**src/rtl/usb2_pkg.sv**
```systemverilog
// Shared USB 2.0 endpoint-0 definitions: PID nibbles, engine states,
// receive buffer depth.
package usb2_pkg;

    localparam logic [3:0] PID_OUT   = 4'hE;
    localparam logic [3:0] PID_IN    = 4'h6;
    localparam logic [3:0] PID_SETUP = 4'h2;
    localparam logic [3:0] PID_SOF   = 4'hA;
    localparam logic [3:0] PID_ACK   = 4'hD;
    localparam logic [3:0] PID_NAK   = 4'h5;
    localparam logic [3:0] PID_DATA0 = 4'hC;
    localparam logic [3:0] PID_DATA1 = 4'h4;

    localparam int EP0_BUF_DEPTH = 64;

    typedef enum logic [2:0] {
        ST_IDLE,
        ST_RX_DATA,
        ST_RX_HS,
        ST_TX_WAIT,
        ST_TX_DATA,
        ST_TX_END,
        ST_HS_WAIT
    } ep0_state_e;

    function automatic logic is_data_pid(input logic [3:0] p);
        return (p == PID_DATA0) || (p == PID_DATA1);
    endfunction

endpackage

```
**src/rtl/usb2_ep0_xfer.sv**
```systemverilog
// Endpoint-0 transaction engine: token match, OUT/SETUP payload capture,
// IN response streaming with DATA0/DATA1 toggle and handshakes.
module usb2_ep0_xfer
    import usb2_pkg::*;
#(
    parameter int RD_LAT      = 2,
    parameter int TIMEOUT_CYC = 800
) (
    input  logic       phy_clk,
    input  logic       reset,
    input  logic       tok_valid,
    input  logic [3:0] tok_pid,
    input  logic [6:0] tok_addr,
    input  logic [3:0] tok_endp,
    input  logic [6:0] dev_addr,
    input  logic       rx_active,
    input  logic       rx_valid,
    input  logic [7:0] rx_data,
    input  logic [3:0] rx_pid,
    input  logic       rx_done,
    input  logic       rx_crc_ok,
    output logic       tx_start,
    output logic [3:0] tx_pid,
    output logic       tx_valid,
    output logic [7:0] tx_data,
    input  logic       tx_ack,
    input  logic       tx_done,
    output logic       xfer_in,
    output logic       xfer_out,
    output logic [3:0] xfer_pid,
    input  logic       xfer_ready,
    output logic [5:0] buf_in_addr,
    output logic [7:0] buf_in_data,
    output logic       buf_in_wren,
    output logic [7:0] buf_out_addr,
    input  logic [7:0] buf_out_q,
    input  logic [5:0] buf_out_len
);

    localparam int TW = $clog2(TIMEOUT_CYC + 1);
    localparam int LW = $clog2(RD_LAT + 1) + 1;

    ep0_state_e state_q, state_d;
    logic          toggle_q, toggle_d;
    logic          xin_q, xin_d;
    logic          xout_q, xout_d;
    logic [3:0]    xpid_q, xpid_d;
    logic [6:0]    idx_q, idx_d;
    logic          seen_q, seen_d;
    logic          dpid_ok_q, dpid_ok_d;
    logic [TW-1:0] tmo_q, tmo_d;
    logic [LW-1:0] lat_q, lat_d;
    logic          txs_q, txs_d;
    logic [3:0]    txpid_q, txpid_d;
    logic          txv_q, txv_d;
    logic [7:0]    txdat_q, txdat_d;
    logic          wren_q, wren_d;
    logic [5:0]    waddr_q, waddr_d;
    logic [7:0]    wdata_q, wdata_d;
    logic [7:0]    raddr_q, raddr_d;

    logic tok_hit;
    logic tmo_hit;
    logic pid_ok_now;
    logic [7:0] len8;
    logic [7:0] raddr_nx;

    assign tok_hit    = tok_valid && (tok_addr == dev_addr) && (tok_endp == 4'd0);
    assign tmo_hit    = (tmo_q == TW'(TIMEOUT_CYC - 1));
    assign pid_ok_now = rx_active ? is_data_pid(rx_pid) : dpid_ok_q;
    assign len8       = {2'b00, buf_out_len};
    assign raddr_nx   = raddr_q + 8'd1;

    always_comb begin
        state_d   = state_q;
        toggle_d  = toggle_q;
        xin_d     = xin_q;
        xout_d    = xout_q;
        xpid_d    = xpid_q;
        idx_d     = idx_q;
        seen_d    = seen_q;
        dpid_ok_d = dpid_ok_q;
        tmo_d     = tmo_q;
        lat_d     = lat_q;
        txs_d     = 1'b0;
        txpid_d   = txpid_q;
        txv_d     = txv_q;
        txdat_d   = txdat_q;
        wren_d    = 1'b0;
        waddr_d   = waddr_q;
        wdata_d   = wdata_q;
        raddr_d   = raddr_q;

        case (state_q)
            ST_IDLE: begin
                if (tok_hit) begin
                    case (tok_pid)
                        PID_SETUP, PID_OUT: begin
                            xin_d     = 1'b1;
                            xpid_d    = tok_pid;
                            idx_d     = '0;
                            seen_d    = 1'b0;
                            dpid_ok_d = 1'b0;
                            tmo_d     = '0;
                            state_d   = ST_RX_DATA;
                        end
                        PID_IN: begin
                            xout_d  = 1'b1;
                            xpid_d  = tok_pid;
                            tmo_d   = '0;
                            state_d = ST_TX_WAIT;
                        end
                        default: ;
                    endcase
                end
            end

            ST_RX_DATA: begin
                if (rx_active) begin
                    seen_d    = 1'b1;
                    dpid_ok_d = is_data_pid(rx_pid);
                end
                // index saturates at the buffer depth; excess bytes are dropped
                if (rx_valid && (idx_q < 7'(EP0_BUF_DEPTH))) begin
                    wren_d  = 1'b1;
                    waddr_d = idx_q[5:0];
                    wdata_d = rx_data;
                    idx_d   = idx_q + 7'd1;
                end
                if (!seen_q && !rx_active) begin
                    tmo_d = tmo_q + TW'(1);
                end
                if (rx_done) begin
                    xin_d = 1'b0;
                    if (!rx_crc_ok || !pid_ok_now) begin
                        state_d = ST_IDLE;
                    end else if (xpid_q == PID_SETUP) begin
                        txs_d    = 1'b1;
                        txpid_d  = PID_ACK;
                        toggle_d = 1'b1;
                        state_d  = ST_RX_HS;
                    end else if (xfer_ready) begin
                        txs_d    = 1'b1;
                        txpid_d  = PID_ACK;
                        toggle_d = ~toggle_q;
                        state_d  = ST_RX_HS;
                    end else begin
                        txs_d   = 1'b1;
                        txpid_d = PID_NAK;
                        state_d = ST_RX_HS;
                    end
                end else if (!seen_q && !rx_active && tmo_hit) begin
                    xin_d   = 1'b0;
                    state_d = ST_IDLE;
                end
            end

            ST_RX_HS: begin
                if (tx_done) begin
                    state_d = ST_IDLE;
                end
            end

            ST_TX_WAIT: begin
                tmo_d = tmo_q + TW'(1);
                if (tmo_q == TW'(1)) begin
                    tmo_d = '0;
                    txs_d = 1'b1;
                    if (xfer_ready) begin
                        txpid_d = toggle_q ? PID_DATA1 : PID_DATA0;
                        raddr_d = '0;
                        lat_d   = '0;
                        state_d = ST_TX_DATA;
                    end else begin
                        txpid_d = PID_NAK;
                        xout_d  = 1'b0;
                        state_d = ST_RX_HS;
                    end
                end
            end

            ST_TX_DATA: begin
                if (txv_q) begin
                    if (tx_ack) begin
                        txv_d   = 1'b0;
                        raddr_d = raddr_nx;
                        lat_d   = '0;
                        if (raddr_nx >= len8) begin
                            state_d = ST_TX_END;
                        end
                    end
                end else if (lat_q != LW'(RD_LAT)) begin
                    lat_d = lat_q + LW'(1);
                end else if (raddr_q < len8) begin
                    txv_d   = 1'b1;
                    txdat_d = buf_out_q;
                end else begin
                    state_d = ST_TX_END;
                end
            end

            ST_TX_END: begin
                if (tx_done) begin
                    tmo_d   = '0;
                    state_d = ST_HS_WAIT;
                end
            end

            ST_HS_WAIT: begin
                tmo_d = tmo_q + TW'(1);
                // a missing or wrong handshake keeps the toggle for retransmit
                if (tok_valid) begin
                    if (tok_pid == PID_ACK) begin
                        toggle_d = ~toggle_q;
                    end
                    xout_d  = 1'b0;
                    state_d = ST_IDLE;
                end else if (tmo_hit) begin
                    xout_d  = 1'b0;
                    state_d = ST_IDLE;
                end
            end

            default: begin
                state_d = ST_IDLE;
            end
        endcase
    end

    always_ff @(posedge phy_clk or posedge reset) begin
        if (reset) begin
            state_q   <= ST_IDLE;
            toggle_q  <= 1'b0;
            xin_q     <= 1'b0;
            xout_q    <= 1'b0;
            xpid_q    <= '0;
            idx_q     <= '0;
            seen_q    <= 1'b0;
            dpid_ok_q <= 1'b0;
            tmo_q     <= '0;
            lat_q     <= '0;
            txs_q     <= 1'b0;
            txpid_q   <= '0;
            txv_q     <= 1'b0;
            txdat_q   <= '0;
            wren_q    <= 1'b0;
            waddr_q   <= '0;
            wdata_q   <= '0;
            raddr_q   <= '0;
        end else begin
            state_q   <= state_d;
            toggle_q  <= toggle_d;
            xin_q     <= xin_d;
            xout_q    <= xout_d;
            xpid_q    <= xpid_d;
            idx_q     <= idx_d;
            seen_q    <= seen_d;
            dpid_ok_q <= dpid_ok_d;
            tmo_q     <= tmo_d;
            lat_q     <= lat_d;
            txs_q     <= txs_d;
            txpid_q   <= txpid_d;
            txv_q     <= txv_d;
            txdat_q   <= txdat_d;
            wren_q    <= wren_d;
            waddr_q   <= waddr_d;
            wdata_q   <= wdata_d;
            raddr_q   <= raddr_d;
        end
    end

    assign tx_start     = txs_q;
    assign tx_pid       = txpid_q;
    assign tx_valid     = txv_q;
    assign tx_data      = txdat_q;
    assign xfer_in      = xin_q;
    assign xfer_out     = xout_q;
    assign xfer_pid     = xpid_q;
    assign buf_in_addr  = waddr_q;
    assign buf_in_data  = wdata_q;
    assign buf_in_wren  = wren_q;
    assign buf_out_addr = raddr_q;

endmodule

```
**config.mk**
```make
export PLATFORM = sky130hd
export DESIGN_NAME = usb2_ep0_xfer
export DESIGN_NICKNAME = d
export VERILOG_FILES = /design/src/rtl/usb2_pkg.sv /design/src/rtl/usb2_ep0_xfer.sv
export SDC_FILE = /design/constraint.sdc
export NUM_CORES = 1
export LEC_CHECK = 0
export ABC_AREA = 1
export CAP_MARGIN = 20
export CORE_AREA = 2 2 121 123
export CTS_CLUSTER_DIAMETER = 120
export CTS_CLUSTER_SIZE = 14
export DETAILED_ROUTE_END_ITERATION = 6
export DIE_AREA = 0 0 123 125
export GPL_TIMING_DRIVEN = 0
export PLACE_DENSITY = 0.5
export SETUP_SLACK_MARGIN = 0.02
export SKIP_LAST_GASP = 1
export SYNTH_ARGS = -nofsm -noshare
export SYNTH_HDL_FRONTEND = slang
export SYNTH_SLANG_ARGS = --single-unit
```
**constraint.sdc**
```tcl
create_clock -name phy_clk -period 2.07 [get_ports phy_clk]
set_input_delay 0.5175 -clock phy_clk [delete_from_list [all_inputs] [get_ports phy_clk]]
set_output_delay 0.5175 -clock phy_clk [all_outputs]
set_load 0.005 [all_outputs]
```
==> impl_metrics.toml <==
[timing]
rsz0062_at_grt = "yes"
fin_skew_ns = 0.00719
slew_viol_final = 0
post-route-period-util_pct = 95.4
final-setup-viol-count = 0
period_needed_ns = 1.98
slew_headroom_pct = 49.2
max_freq_mhz = 506
hold_viol_final = 0
tightest_slew_ns = 0.761
fin_ws_ns = 0.0945

[route]
drt_wl_total_microns = 11000
viasPerCell = 4.45
ant_nets = 0
dr_total_vias = 3923
drtIter0Drc = 152
wl_per_cell_microns = 12.5
drt_first_pass_iters = 6
drcViolationCount = 0

[grt]
grt_max_degree = 38
antenna_found_initial = 0
grt_pass1_wl_microns = 18300
grt_pass1_vias = 3838
grt_overflow = 0
track_usage_pct = 14.7

[place]
post-place-ws_ns = -0.411
port_buffers = 98
dp_hpwl_microns = 8120
dp_cells = 847
gp_congestion = 0.848

[worst_setup_path]
cp_data_arrival_time_ns = 1.46
cp_common_cell = "buf_4"
cp-end-kind = "primary output"
cpPeakStageDelay_ns = 0.44
cp.required_ns = 1.55
worst-path-buf-inv = 3
critPathSlowestCell = "clkdlybuf4s50_1"
path_cells = "buf_4, buf_4, clkdlybuf4s50_1"
critical_path_class = "reg2out"
start_kind = "register"
critical_path.top_delay_family = "buffers and inverters"
path_max_fanout = 3

[final_layout]
drive_above_1_share_pct = 12.8
fin_nets = 769
finalNonFillerCells = 882
fin_util_pct = 41.8
most-common-layout-cells = "nand2_1, clkdlybuf4s50_1, inv_1"
antenna_cells = 0
final_common_cell = "nand2_1"
area_growth_syn_to_layout_pct = 43.7

[floorplanning]
design.core.area_sq_um = 14200
die-height_microns = 125
initial_core_util_pct = 29.1
die_x_microns = 123
dieArea_sq_um = 15400
pin_count = 101
rows = 44

[clock_network]
htree_levels = 3
clock_latency_ns = 0.33
clockBufferDepth = 2
cts_sinks = 68
cts_tree = "built"
cts_hold_buffers = 0
cts_root_buffer = "clkbuf_16"
cts_buffers = 9
clkSlewWorstSetupHoldPaths_ns = 0.06

[synth]
synth_area_per_cell_sq_um = 7.32
syn_area_sq_um = 4130
synth_seq_cells = 68
ys.warnings.count = 0
synth_cell_types = 38
ys_seq_area_share_pct = 41.2
syn_inst = 564
synth_nets = 640

[flow_run]
cap_violations = 0

[min_path]
hold_path_class = "reg2reg"

[power_and_ir_drop]
power.density_nw_per_um2 = 903
ir_drop_v = 0.000383
total_power_mw = 5.36
leakage_nw = 2.99

[run_status]
status = "completed"
-- per-stage QoR --
step / hold WS [ns] / cell area, sq um / setup TNS [ns]
finish: 0.465 / 5930 / 0
global route: 0.496 / 5930 / -0.0653
CTS: 0.472 / 5720 / 0
detailed placement: 0.458 / 5360 / -9.10
global placement: 0.452 / 5340 / -19.47
floorplan: 0.442 / 4130 / 0
-- layout make-up --
| class | count | area, sq um |
|---|---|---|
| Clock buffer | 12 | 246 |
| Tap cell | 184 | 230 |
| Timing Repair Buffer | 118 | 1160 |
| Fill cell | 1489 | 8270 |
| Inverter | 77 | 295 |
| Sequential cell | 68 | 1700 |
| Multi-Input combinational cell | 409 | 2170 |
| Buffer | 10 | 72.6 |
| Clock inverter | 4 | 48.8 |
-- report_power, final --
| part | switching, mW | total (mW) | leakage, nW | internal [mW] |
|---|---|---|---|---|
| Combinational | 0.974 | 1.92 | 1.98 | 0.948 |
| Clock | 0.570 | 1.53 | 0.147 | 0.964 |
| Sequential | 0.258 | 1.91 | 0.867 | 1.65 |
| Total | 1.80 | 5.36 | 2.99 | 3.56 |
-- per-layer routing --
layer,vias up,share of wire [%],track usage [%]
met3,7,5.7,3.83
met5,-,0,0
met1,1784,48,19.7
met2,89,46,23.5
li1,2043,-,-
met4,0,1.1,4.34
-- flip-flops by register name, indices dropped and copies added (netlist names), 3 cells and up --
signal and flops:
tmo_q 10, buf_in_data 8, buf_out_addr 8, tx_data 8
idx_q 7, buf_in_addr 6, xfer_pid 4, lat_q 3
state_q 3, tx_pid 3
-- worst paths after layout --
check	from	end	slack, ns	cells after the start
max reg2reg	buf_out_addr[1]	tx_data[6]	0.14	11
max in group asynchronous	reset	tx_pid[2]	0.77	3
min reg2reg	buf_in_addr[5]	buf_in_addr[5]	0.46	2
min in group asynchronous	reset	xfer_pid[0]	0.68	2
min	buf_in_addr[5]	buf_in_addr[5]	0.46	2
max	buf_out_addr[1]	buf_out_addr[1]	0.09	3
-- repair_timing --
item,4_1_cts,5_1_grt
endpoints found under the setup margin,11,33
gates resized for setup,4,44
pin swaps,2,17
gates cloned,0,2
buffers inserted,6,11
-- kinds of logic (layout without fill, tap and decap cells) --
kind of cell               Yosys count  in the layout  synth area share (%)
and+or+nand+nor                    306            306                  31.6
buffers and inverters               87            221                  8.45
AOI/OAI and AO/OA                   69             69                  9.97
DFF                                 68             68                  41.2
adders and majority gates           18             18                  5.45
xor gates and xnor gates            15             15                  3.18
other                                1              1                0.0908
-- cell usage after synthesis (all sizes together) --
master	n	share of area (%)
nand2	199	18
nand4	9	1.4
o31ai	8	1.7
nor3	4	0.76
a31oi	1	0.15
o211ai	2	0.36
buf	7	1.2
o21bai	5	0.91
and2	1	0.15
o21ai	37	4.5
xor2	12	2.5
dfrtp	68	41
xnor2	3	0.64
conb	1	0.091
o22ai	2	0.30
a31o	1	0.21
nand3b	2	0.36
nor2	56	5.9
clkbuf	3	0.27
a21oi	9	1.1
a211oi	1	0.18
or2	2	0.30
o21a	2	0.36
inv	77	7.0
nand3	33	4.4
o32ai	1	0.21
ha	18	5.5
-- worst register-to-register path: stages (launching register included) --
cell     delay, ns
dfrtp_1       0.41
buf_4         0.15
buf_4         0.13
ha_1          0.30
a21oi_2       0.15
o21ai_1       0.09
nand2_1       0.12
nand3_4       0.11
nor2_4        0.17
buf_6         0.14
nand2_1       0.05
nand2_1       0.06
Power figures use the tool's default switching activity.
==> RTL change 1 (same flow settings) <==
The parameter `TIMEOUT_CYC` goes from 800 to 400.
--- a/src/rtl/usb2_ep0_xfer.sv
+++ b/src/rtl/usb2_ep0_xfer.sv
@@ -5,5 +5,5 @@
 #(
     parameter int RD_LAT      = 2,
-    parameter int TIMEOUT_CYC = 800
+    parameter int TIMEOUT_CYC = 400
 ) (
     input  logic       phy_clk,
Behaviour: same outputs for any inputs over 4 cycles, from zero or initial values and one cycle with reset high; that may be too few to reach the edited logic, so the function may still have changed.
==> RTL change 1 against the unedited design <==
  * Via count is 2.8% lower
  * Total power down 2.6%
  * Sequential share of layout area is 0.31 points higher
  * Combinational power fell by 9%
  * Synthesized area grew 0.12%
  * Setup slack better by 0.0069 ns
  * Sequential cell count down 1
  * Cell area down 2.4%
  * Die area unchanged
  * Routed wire length fell by 4.8%
  * Global-route usage decreased by 0.24 points
  * First-iteration DRC count is 7.2% lower
==> RTL change 1: results (changes against the unedited design) <==
\begin{tabular}{lr}
\hline
Metric & Value \\
\hline
\multicolumn{2}{l}{\textbf{Outcome}} \\
Outcome & finished, final reports clean \\
\multicolumn{2}{l}{\textbf{Setup path}} \\
Critical Path Sink & state\_q[1]\$\_DFFE\_PP0P\_ \\
Reg-to-reg critical path startpoint & buf\_out\_addr[4]\$\_DFFE\_PP0P\_ \\
Start point of the critical path & buf\_out\_len[3] \\
Highest net fanout along the worst path & 4 (+1) \\
Crit path DAT & 2.19 ns (+0.73 ns) \\
\multicolumn{2}{l}{\textbf{Timing}} \\
Smallest hold slack & 0.4638 ns (-0.0009020 ns) \\
Post-Route Skew & 0.006664 ns (-0.0005219 ns) \\
Least-Margin Pin Slew & 0.6784 ns (-0.08246 ns) \\
\multicolumn{2}{l}{\textbf{Yosys}} \\
Synthesized area divided by synthesized cell count & 7.544 um2 (+3.0\%) \\
Synth Net Count & 624 (-2.5\%) \\
Post-synthesis sequential area ratio & 40.56\% (-0.66 points) \\
Cell variety after synth & 42 (+11\%) \\
Main area contributors after synthesis & sky130\_fd\_sc\_hd\_\_dfrtp\_1 (41\%), sky130\_fd\_sc\_hd\_\_nand2\_1 (15\%), sky130\_fd\_sc\_hd\_\_inv\_1 (7.3\%), sky130\_fd\_sc\_hd\_\_ha\_1 (5.4\%), sky130\_fd\_sc\_hd\_\_nor2\_1 (4.3\%) \\
Top cells by count, synth & sky130\_fd\_sc\_hd\_\_nand2\_1 (166), sky130\_fd\_sc\_hd\_\_inv\_1 (80), sky130\_fd\_sc\_hd\_\_dfrtp\_1 (67) \\
\multicolumn{2}{l}{\textbf{Drt}} \\
Average routed wire per standard cell & 12.27 um (-1.8\%) \\
\multicolumn{2}{l}{\textbf{Power}} \\
LEAKAGE & 2.875 nW (-3.9\%) \\
Power Density & 901.8 nW/um2 (-0.18\%) \\
Internal Dissipation & 3.439 mW (-3.4\%) \\
Maximum vdd drop & 0.0003588 V (-6.4\%) \\
Clk pwr share & 31.1\% (+2.5 points) \\
Sequential Power Share & 35.4\% (about the same) \\
\multicolumn{2}{l}{\textbf{Placed design}} \\
Placed cells & 831 (-1.9\%) \\
Global placement routability congestion & 0.8338 (-1.7\%) \\
Setup slack after placement & -0.4318 ns (-0.02063 ns) \\
Detailed-placement wirelength estimate & 8061 um (-0.70\%) \\
\multicolumn{2}{l}{\textbf{Global routing}} \\
Wire length of the first global-routing pass & 17750 um (-2.7\%) \\
Via count of the first global-routing pass & 3779 (-1.5\%) \\
\multicolumn{2}{l}{\textbf{Clocking}} \\
Cells resized by post-CTS repair & 5 (+1) \\
\multicolumn{2}{l}{\textbf{Min path}} \\
Worst Hold Path EP & tx\_pid[2]\$\_DFFE\_PP0P\_ \\
\multicolumn{2}{l}{\textbf{Final layout}} \\
Number of flip-flops under the largest register name & 9 (-1) \\
Count of filler cells inserted in the layout & 1504 (+1.0\%) \\
Final nets & 742 (-3.5\%) \\
\hline
\end{tabular}
[RTL change 1: changes by cell type after synthesis, sizes merged, moves of 3 or more]
cell / delta
o21bai: -4
nand3: -3
o21ai: +6
nand2: -21
clkbuf: -3
o31ai: -8
inv: +11
a21oi: +3
[RTL change 1: logic make-up after synthesis]
family	synth area share, %
compound gates	9.836
xor+xnor	3.602
flops	40.56
buf+inv	9.685
fa+ha+maj	5.448
simple gates	30.78
other cells	0.09071
[RTL change 1: per-layer routing]
metal  wire length, um  track usage, %  vias to the layer above
met2              5314           24.37                       62
met1              4670           18.29                     1767
met5                 0               0                        -
met3               306           2.692                       15
met4               197           5.615                        0
li1                  -               -                     1969
[RTL change 1: final cells by class]
class                      count  area (um2)  share of cell area (%)
multi-input combinational    386        2097                   36.20
sequential                    67        1680                   29.01
timing repair buffer         107        1062                   18.34
inverter                      88       339.1                   5.853
clock buffer                  12       256.5                   4.428
tap                          184       230.2                   3.974
buffer                         7       71.32                   1.231
clock inverter                 4       56.30                  0.9719
==> RTL change 2 (same flow settings) <==
Without the edit above. The 7 states of `ep0_state_e` get a Gray code encoding in 3 bits.
--- a/src/rtl/usb2_pkg.sv
+++ b/src/rtl/usb2_pkg.sv
@@ -15,11 +15,11 @@
 
     typedef enum logic [2:0] {
-        ST_IDLE,
-        ST_RX_DATA,
-        ST_RX_HS,
-        ST_TX_WAIT,
-        ST_TX_DATA,
-        ST_TX_END,
-        ST_HS_WAIT
+        ST_IDLE    = 3'b000,
+        ST_RX_DATA = 3'b001,
+        ST_RX_HS   = 3'b011,
+        ST_TX_WAIT = 3'b010,
+        ST_TX_DATA = 3'b110,
+        ST_TX_END  = 3'b111,
+        ST_HS_WAIT = 3'b101
     } ep0_state_e;
 
Formal check against the unedited RTL: same outputs for any inputs over 4 cycles, from zero or initial values and one cycle with reset high; so few cycles prove little.
==> RTL change 2 against the unedited design <==
  * Combinational power is 77% higher
  * Sequential cell count stayed put
  * Synthesized area is 2.3% higher
  * Setup slack worse by 0.071 ns
  * Count of clock-buffer cells in the layout is 3 lower
  * Cell area is 0.44% higher
  * Hold slack hardly changed
  * Utilization is 0.18 points higher
  * Routed wire length is 1.6% lower
  * Sequential power is 12% higher
  * Via count is 2.2% lower
  * Total power is 29% higher
  * Critical path depth is 9 higher
  * Clock power is 7% lower
  * Largest power group unchanged
==> RTL change 2: results (changes against the unedited design) <==
\begin{tabular}{lr}
\hline
Metric & Value \\
\hline
\multicolumn{2}{l}{\textbf{Power}} \\
LEAKAGE & 2.862 nW (-4.3\%) \\
Power Density & 1164 nW/um2 (+29\%) \\
Sequential Power Share & 30.7\% (-4.8 points) \\
Maximum vdd drop & 0.0004521 V (+18\%) \\
\multicolumn{2}{l}{\textbf{Global routing}} \\
Overall Global Routing Usage & 14.97\% (+0.22 points) \\
Wire length of the first global-routing pass & 18140 um (-0.60\%) \\
\multicolumn{2}{l}{\textbf{Placed design}} \\
Detailed-placement wirelength estimate & 8234 um (+1.4\%) \\
Setup slack after placement & -0.6114 ns (-0.2002 ns) \\
\multicolumn{2}{l}{\textbf{Setup path}} \\
Slowest Stage Delay on Critical Path & 0.42 ns (-0.02 ns) \\
Crit path DAT & 2.27 ns (+0.81 ns) \\
R2R depth & 12 (+1) \\
Highest net fanout along the worst path & 4 (+1) \\
Critical-path cell with the highest stage delay & sky130\_fd\_sc\_hd\_\_dfrtp\_1 \\
\multicolumn{2}{l}{\textbf{Yosys}} \\
Xor/xnor share of the synthesized area & 3.110\% (-0.072 points) \\
Area share of the leading cell type in the synthesized netlist & 40.28\% (-0.93 points) \\
Synth Net Count & 613 (-4.2\%) \\
Post-synthesis share of cell area spent on full adders, half adders and majority gates & 5.332\% (-0.12 points) \\
Complex-gate fraction of the synthesized area & 12.17\% (+2.2 points) \\
Gate count after technology mapping & 537 (-4.8\%) \\
Top cells by count, synth & sky130\_fd\_sc\_hd\_\_nand2\_1 (156), sky130\_fd\_sc\_hd\_\_dfrtp\_1 (68), sky130\_fd\_sc\_hd\_\_inv\_1 (68) \\
Cell variety after synth & 44 (+16\%) \\
\multicolumn{2}{l}{\textbf{Drt}} \\
Detailed Route WL & 10840 um (-1.6\%) \\
Routed vias & 3837 (-2.2\%) \\
Vias per std cell & 4.525 (+1.7\%) \\
\multicolumn{2}{l}{\textbf{Min path}} \\
Worst Hold Path EP & seen\_q\$\_DFFE\_PP0P\_ \\
\multicolumn{2}{l}{\textbf{Outcome}} \\
Outcome & finished, final reports clean \\
\multicolumn{2}{l}{\textbf{Timing}} \\
Least-Margin Pin Slew & 0.8177 ns (+0.05690 ns) \\
Crit path setup slack, layout & 0.02322 ns (-0.07130 ns) \\
\hline
\end{tabular}
[RTL change 2: layer usage]
metal	track usage (%)	share of wire (%)
met1	18.78	46
met2	24.93	47
met3	3.604	5.6
met4	5.281	1.3
met5	0	0
[RTL change 2: metrics by stage]
step	hold WS (ns)	instance area (um2)	util, %
4_1_cts	0.4691	5832	41.06
3_3_place_gp	0.4477	5439	38.29
5_1_grt	0.4951	5961	41.97
3_5_place_dp	0.4544	5459	38.43
2_1_floorplan	0.4338	4228	-
6_report	0.4646	5961	41.97
[RTL change 2: area by class of cell]
cell class	instances	area [um2]
clock buffers	9	225.2
well taps	184	230.2
multi-input cells	387	2300
plain buffers	9	76.32
inverters	73	285.3
fillers	1437	8243
clock inverters	7	51.30
repair buffers	111	1090
flip-flops and latches	68	1703
[RTL change 2: repair_timing]
action / 4_1_cts / 5_1_grt
setup endpoints to repair: 31 / 28
setup buffers: 8 / 4
pin swaps: 3 / 8
cloned: 0 / 0
resized for setup: 11 / 23
